### src/rtl/multdiv_seq.sv
// Sequencer for an iterative multiply/divide engine: LOAD, STEPS x RUN, HI/LO writeback, done.
// Define MULTDIV_DIVZERO_TRAP_EN to divert div-by-zero to a one-cycle EXC state instead of running it.
module multdiv_seq #(
  parameter int STEPS = 32
) (
  input  logic        clk,
  input  logic        reset,
  input  logic        start,
  input  logic        op,
  input  logic [31:0] divisor,
  output logic        eng_load,
  output logic        eng_step,
  output logic        eng_mode,
  output logic        hilo_write,
  output logic        busy,
  output logic        done,
  output logic        div_zero
);

  typedef enum logic [2:0] {
    S_IDLE,
    S_LOAD,
    S_RUN,
    S_WB,
    S_DONE,
    S_EXC
  } state_e;

  localparam logic [5:0] LAST_STEP = 6'(STEPS - 1);

  state_e     state_q, state_d;
  logic [5:0] cnt_q, cnt_d;
  logic       mode_q, mode_d;
  logic       div_trap;

`ifdef MULTDIV_DIVZERO_TRAP_EN
  assign div_trap = op && (divisor == '0);
`else
  // Without the trap the divisor value never influences sequencing.
  logic unused_divisor;
  assign unused_divisor = ^divisor;
  assign div_trap       = 1'b0;
`endif

  always_comb begin
    // NOTE: every signal gets a default before the case so no path can infer a latch.
    state_d = state_q;
    cnt_d   = cnt_q;
    mode_d  = mode_q;
    unique case (state_q)
      S_IDLE: begin
        if (start) begin
          mode_d  = op;
          state_d = div_trap ? S_EXC : S_LOAD;
        end
      end
      S_LOAD: begin
        cnt_d   = '0;
        state_d = S_RUN;
      end
      S_RUN: begin
        // Final value is STEPS, at most 63, so the 6-bit counter never wraps.
        cnt_d = cnt_q + 6'd1;
        if (cnt_q == LAST_STEP) state_d = S_WB;
      end
      S_WB:    state_d = S_DONE;
      S_DONE:  state_d = S_IDLE;
      S_EXC:   state_d = S_IDLE;
      default: state_d = S_IDLE;
    endcase
  end

  always_ff @(posedge clk) begin
    // NOTE: non-blocking assignments so every flop samples pre-edge values.
    if (reset) begin
      state_q <= S_IDLE;
      cnt_q   <= '0;
      mode_q  <= 1'b0;
    end else begin
      state_q <= state_d;
      cnt_q   <= cnt_d;
      mode_q  <= mode_d;
    end
  end

  assign eng_load   = (state_q == S_LOAD);
  assign eng_step   = (state_q == S_RUN);
  assign hilo_write = (state_q == S_WB);
  assign done       = (state_q == S_DONE);
  assign busy       = (state_q != S_IDLE);
  assign eng_mode   = mode_q;

`ifdef MULTDIV_DIVZERO_TRAP_EN
  assign div_zero = (state_q == S_EXC);
`else
  assign div_zero = 1'b0;
`endif

endmodule

### config.mk
export PLATFORM = sky130hd
export DESIGN_NAME = multdiv_seq
export DESIGN_NICKNAME = d
export VERILOG_FILES = /design/src/rtl/multdiv_seq.sv
export SDC_FILE = /design/constraint.sdc
export NUM_CORES = 1
export LEC_CHECK = 0
export ABC_AREA = 1
export CAP_MARGIN = 20
export CORE_UTILIZATION = 33
export DETAILED_ROUTE_END_ITERATION = 8
export HOLD_SLACK_MARGIN = 0.15
export PLACE_DENSITY = 0.82
export SLEW_MARGIN = 10
export SYNTH_ARGS = -nofsm -noshare
export SYNTH_HDL_FRONTEND = slang
export SYNTH_SLANG_ARGS = --single-unit
### constraint.sdc
create_clock -name clk -period 1.55 [get_ports clk]
set_input_delay 0.155 -clock clk [delete_from_list [all_inputs] [get_ports clk]]
set_output_delay 0.155 -clock clk [all_outputs]
set_load 0.02 [all_outputs]
# Word level (Yosys, flattened, before mapping)
# Index checks and enable logic that the tools add are counted.
# Widths: inputs -> output; s select.
dict set report classes {
  n_eq_ne 7
  n_reduce_logical 5
  muxes 4
  n_addsub 1
}
# op count
set ops {}
lappend ops {{$pmux 3 s4} 1}
lappend ops {{$pmux 6 s2} 1}
lappend ops {{$add 6x1->6 const B} 1}
lappend ops {{$eq 3x2->1 const B} 2}
lappend ops {{$eq 6x5->1 const B} 1}
lappend ops {{$mux 3} 2}
lappend ops {{$reduce_and 2->1} 2}
lappend ops {{$eq 3x1->1 const B} 1}
lappend ops {{$eq 3x3->1 const B} 1}
lappend ops {{$logic_not 3->1} 1}
lappend ops {{$reduce_bool 3->1} 1}
lappend ops {{$ne 2x1->1 const B} 1}
lappend ops {{$ne 2x2->1 const B} 1}
lappend ops {{$reduce_bool 2->1} 1}
dict set report totals {
  ff_bits 10
  output_inout_bits 7
  wordCells 20
  in_bits 36
}

# Depth between registers and ports, before layout
# Gate-level depths: netlist of the first run.
dict set report depth {
  ltp_word 3
  mapped_depth 7
}

# Least setup slack after synthesis of the first run
# OpenSTA, ideal clock, no wires.
dict set report synth_path {
  kind {reg-to-output}
  startpoint {reg state_q[0]}
  endpoint {out hilo_write}
  path_buffers 0
  path_stages_with_launch 3
  t_required_ns 1.395
  arrival_time_ns 0.966
  setup_slack_ns 0.429
  path_cell_list {dfxtp_1 inv_1 nor3_1}
}
dict set report synth_via {
  elab_chain_len 1
}
# item line_no
set synth_lines {}
lappend synth_lines {{start: declaration} 31} ;# state_e state_q, state_d;
lappend synth_lines {{start signal: assignment} 80} ;# state_q <= state_d;
lappend synth_lines {{$eq 3x2->1} 88} ;# assign hilo_write = (state_q == S_WB);
lappend synth_lines {{end: declaration} 14} ;# output logic hilo_write,
# No other way between the ends.

# Final worst setup path of the first run
dict set report layout_path {
  startpoint {reg state_q[1]}
  endpoint {out hilo_write}
}
# Same word-level chain as after synthesis.

==> impl_table.tex, run 1 <==
\begin{tabular}{lr}
\hline
Metric & Value \\
\hline
\multicolumn{2}{l}{\textbf{Clocking}} \\
\quad CTS tree & built \\
\quad Root buffer cell & sky130\_fd\_sc\_hd\_\_clkbuf\_4 \\
\quad Register clock-pin slew on the reported worst setup and hold paths & around 0.06 ns \\
\quad Maximum buffer depth of the clock tree & 2 \\
\quad Max H-tree Level & 1 \\
\quad Sink Count & 10 \\
\quad Post-CTS Repair Setup Buffers & 0 \\
\quad TritonCTS buffer count & 3 \\
\quad Clk\_lat worst skew & between 0.2 and 0.3 ns \\
\multicolumn{2}{l}{\textbf{Finish}} \\
\quad Area Overhead vs Synth & 24.3\% \\
\quad Ratio of cells with drive above 1 in the final layout & 15.3\% \\
\quad Total non-filler cell area in the finished layout & $\sim$640 sq um \\
\quad Final net count & 124 \\
\quad Antenna Cells & 0 \\
\multicolumn{2}{l}{\textbf{Logic synthesis}} \\
\quad Most frequently used flop master after synthesis & sky130\_fd\_sc\_hd\_\_dfxtp\_1 \\
\quad Post-synthesis cell type with the largest combined area & sky130\_fd\_sc\_hd\_\_dfxtp\_1 \\
\quad Per-instance average area after synthesis & approximately 7.0 sq um \\
\quad Synthesized netlist net count & 110 \\
\quad Post-synth EDFFs & 0 \\
\quad Synthesis warning total & 0 \\
\quad Cells after Synth & between 70 and 80 \\
\quad Top area cells in the synthesized netlist & sky130\_fd\_sc\_hd\_\_dfxtp\_1, sky130\_fd\_sc\_hd\_\_nand2\_1, sky130\_fd\_sc\_hd\_\_a21oi\_1 \\
\quad Top-count cell post-synth & sky130\_fd\_sc\_hd\_\_nand2\_1 \\
\quad Total standard cell area after synthesis & 514 sq um \\
\quad Proportion of synthesized chip area in sequential cells & between 30 and 40\% \\
\quad Flop and latch count out of synthesis & 10 \\
\quad Post-synth cell types & 22 \\
\quad Leading post-synthesis cells by instance count & sky130\_fd\_sc\_hd\_\_nand2\_1, sky130\_fd\_sc\_hd\_\_dfxtp\_1, sky130\_fd\_sc\_hd\_\_inv\_1 \\
\quad Fraction of synthesis flops using an asynchronous set or reset pin & 0\% \\
\quad Top cell type's share of synthesized area & between 30\% and 40\% \\
\multicolumn{2}{l}{\textbf{Setup path}} \\
\quad Category of the most critical setup path & reg2out \\
\quad Cell count of the worst reg-to-reg path & 8 \\
\quad Crit end category & primary output \\
\quad Reg2reg end & cnt\_q[5]\$\_SDFFE\_PP0P\_ \\
\quad Arrival time of data at the critical path endpoint & 1.31 ns \\
\quad Reg-to-reg slack, setup & roughly 0.4 ns \\
\quad Beginning of the worst register-to-register path & state\_q[0]\$\_SDFFE\_PP0P\_ \\
\quad Endpoint required time on the critical path & 1.39 ns \\
\quad Category of the worst setup path launch point & flop \\
\quad CP max FO & 6 \\
\multicolumn{2}{l}{\textbf{Die}} \\
\quad Count of standard-cell rows & 13 \\
\quad Initial cell density of the core & around 38\% \\
\quad Area inside the core boundary & 1370 sq um \\
\quad Height of the die & 41.5 um \\
\quad DIE AREA & between 1500 and 2000 sq um \\
\quad Die width & around 41 um \\
\quad I/O pin count & 43 \\
\multicolumn{2}{l}{\textbf{Drt}} \\
\quad DR vias & slightly above 500 \\
\quad Final routed wire length divided by cell count & $\sim$10 um \\
\quad Final WL & approximately 1000 um \\
\quad Number of detailed-route iterations in the first pass & 4 \\
\quad Number of routed nets with antenna violations & 0 \\
\quad Routed via count divided by cell count & a little over 5 \\
\quad Number of remaining DRC errors & 0 \\
\quad First-iteration detailed-routing DRC count & 8 \\
\multicolumn{2}{l}{\textbf{Global route}} \\
\quad Initial antenna violation count & 0 \\
\quad Pin count of the biggest net entering global routing & 8 \\
\quad Wire length of the first global-routing pass & around 1800 um \\
\quad Vias in the first global route & 487 \\
\quad Overflow left after global routing & 0 \\
\quad Global-route total usage across every layer & between 10\% and 20\% \\
\multicolumn{2}{l}{\textbf{Status}} \\
\quad Run status & completed \\
\multicolumn{2}{l}{\textbf{Place}} \\
\quad RD Place Congestion & around 0.85 \\
\quad Detail Placement HPWL & about 790 um \\
\quad Port-buffer cells & 9 \\
\quad Total cell area at the placement stage & 623 sq um \\
\multicolumn{2}{l}{\textbf{Timing}} \\
\quad Slew Limit Fails & 0 \\
\quad Aggregate negative setup slack & 0 ns \\
\quad Crit path time final & approximately 1.5 ns \\
\quad Maximum achievable frequency & 683 MHz \\
\quad Period utilisation layout & a little over nine tenths \\
\quad Number of hold-slack violations in the final timing report & 0 \\
\quad Clock Skews & approximately 0.0051 ns \\
\quad Setup-violating endpoint count in the final report & 0 \\
\quad Setup repair after global routing missed its margin & no \\
\multicolumn{2}{l}{\textbf{Hold path}} \\
\quad Hold Crit Class & reg2reg \\
\quad Endpoint, Worst Hold & eng\_mode\$\_SDFFE\_PP0P\_ \\
\quad Hold Crit Depth & 2 \\
\quad Worst Min Path Start & eng\_mode\$\_SDFFE\_PP0P\_ \\
\multicolumn{2}{l}{\textbf{Power and ir drop}} \\
\quad Leak Pwr & 0.277 nW \\
\quad Worst ir drop on vdd & approximately 0.45 mV \\
\quad PD cells & between 1000 and 1500 nW/um\^{}2 \\
\multicolumn{2}{l}{\textbf{Flow run}} \\
\quad Max-cap violations & 0 \\
\hline
\end{tabular}
per-layer routing:
layer / vias up / GRT usage (%) / wire, um / share of wire, %
li1: 257 / - / - / -
met1: 225 / 15.7 / 443 / 43
met2: 20 / 23.1 / 504 / 49
met3: 5 / 2.61 / 50 / 4.9
met4: 0 / 7.74 / 23 / 2.3
met5: - / 0 / 0 / 0
cell type report:
class | instances | area (sq um)
Clock buffer | 3 | 22.5
Fill cell | 142 | 727
Sequential cell | 10 | 200
Inverter | 10 | 42.5
Timing Repair Buffer | 10 | 91.3
Multi-Input combinational cell | 52 | 264
Tap cell | 15 | 18.8
registers in the layout, indices dropped and copies added (netlist names):
name,cells
cnt_q,6
state_q,3
eng_mode,1
power by group:
part	switching, W	internal [W]	leakage, nW
Combinational	0.000127	0.0000784	0.182
Clock	0.0000831	0.0000895	0.0138
Sequential	0.0000236	0.000277	0.0813
cells in the final DEF, fill, tap and decap left out:
cell type and instances:
sky130_fd_sc_hd__buf_4 1, sky130_fd_sc_hd__nand3_2 1, sky130_fd_sc_hd__nand3_1 4, sky130_fd_sc_hd__nor2_4 1, sky130_fd_sc_hd__inv_6 1, sky130_fd_sc_hd__inv_1 8, sky130_fd_sc_hd__conb_1 1, sky130_fd_sc_hd__nand4_1 1
sky130_fd_sc_hd__a21oi_1 6, sky130_fd_sc_hd__dlygate4sd2_1 5, sky130_fd_sc_hd__or2_2 1, sky130_fd_sc_hd__nand3b_1 1, sky130_fd_sc_hd__nor4_1 1, sky130_fd_sc_hd__dfxtp_1 10, sky130_fd_sc_hd__inv_2 1, sky130_fd_sc_hd__nor2_1 7
sky130_fd_sc_hd__nand2_1 17, sky130_fd_sc_hd__nand2_2 2, sky130_fd_sc_hd__clkdlybuf4s50_1 4, sky130_fd_sc_hd__nor2_2 1, sky130_fd_sc_hd__clkbuf_4 3, sky130_fd_sc_hd__ha_1 1, sky130_fd_sc_hd__nor3_1 2, sky130_fd_sc_hd__o21ai_0 4
sky130_fd_sc_hd__nand2_4 1
worst max-delay path by stage:
| stage | from | to | cells past startpoint |
|---|---|---|---|
| after floorplan | state_q[0]$_SDFFE_PP0P_ | hilo_write | 2 |
| after global placement | state_q[1]$_SDFFE_PP0P_ | hilo_write | 3 |
| after detailed placement | state_q[1]$_SDFFE_PP0P_ | hilo_write | 3 |
| after CTS | state_q[1]$_SDFFE_PP0P_ | hilo_write | 3 |
| after global routing | state_q[2]$_SDFFE_PP0P_ | done | 3 |
| final | state_q[1]$_SDFFE_PP0P_ | hilo_write | 3 |
critical path: stages, from the launching register on:
cell and delay, ns:
sky130_fd_sc_hd__dfxtp_1 0.40, sky130_fd_sc_hd__inv_1 0.14, sky130_fd_sc_hd__nor3_1 0.16, sky130_fd_sc_hd__dlygate4sd2_1 0.35
what timing repair did:
action,in CTS,in global routing
hold buffers,0,0
endpoints found under the hold margin,0,0
resized for setup,5,0
setup endpoints to repair,5,0
cells by family after synthesis:
logic type	Yosys count	synth area share (%)
buf+inv	11	9.73
other cells	1	0.729
fa+ha+maj	1	2.43
simple gates	40	38.4
compound gates	10	9.73
flops	10	38.9
per-stage QoR:
stage | instances | setup WS, ns | utilization [%] | hold WS, ns | total power, W
2_1_floorplan | 73 | 0.429 | - | 0.224 | 0.000445
3_3_place_gp | 97 | 0.114 | 45.6 | 0.434 | 0.000521
3_5_place_dp | 97 | 0.0739 | 45.6 | 0.444 | 0.000528
4_1_cts | 100 | 0.0757 | 46.8 | 0.453 | 0.000685
5_1_grt | 100 | 0.0162 | 46.8 | 0.504 | 0.000723
6_report | 100 | 0.0857 | 46.8 | 0.451 | 0.000679
(Power assumes the default switching activity.)
==> inputs of run 2 (changes only) <==
--- a/config.mk
+++ b/config.mk
@@ -8,6 +8,7 @@
 export ABC_AREA = 1
 export CAP_MARGIN = 20
 export CORE_UTILIZATION = 33
+export CTS_CLUSTER_SIZE = 12
 export DETAILED_ROUTE_END_ITERATION = 8
 export HOLD_SLACK_MARGIN = 0.15
 export PLACE_DENSITY = 0.82
==> results of run 2 <==
The final DEF is identical to that of run 1; final timing and power are the same.
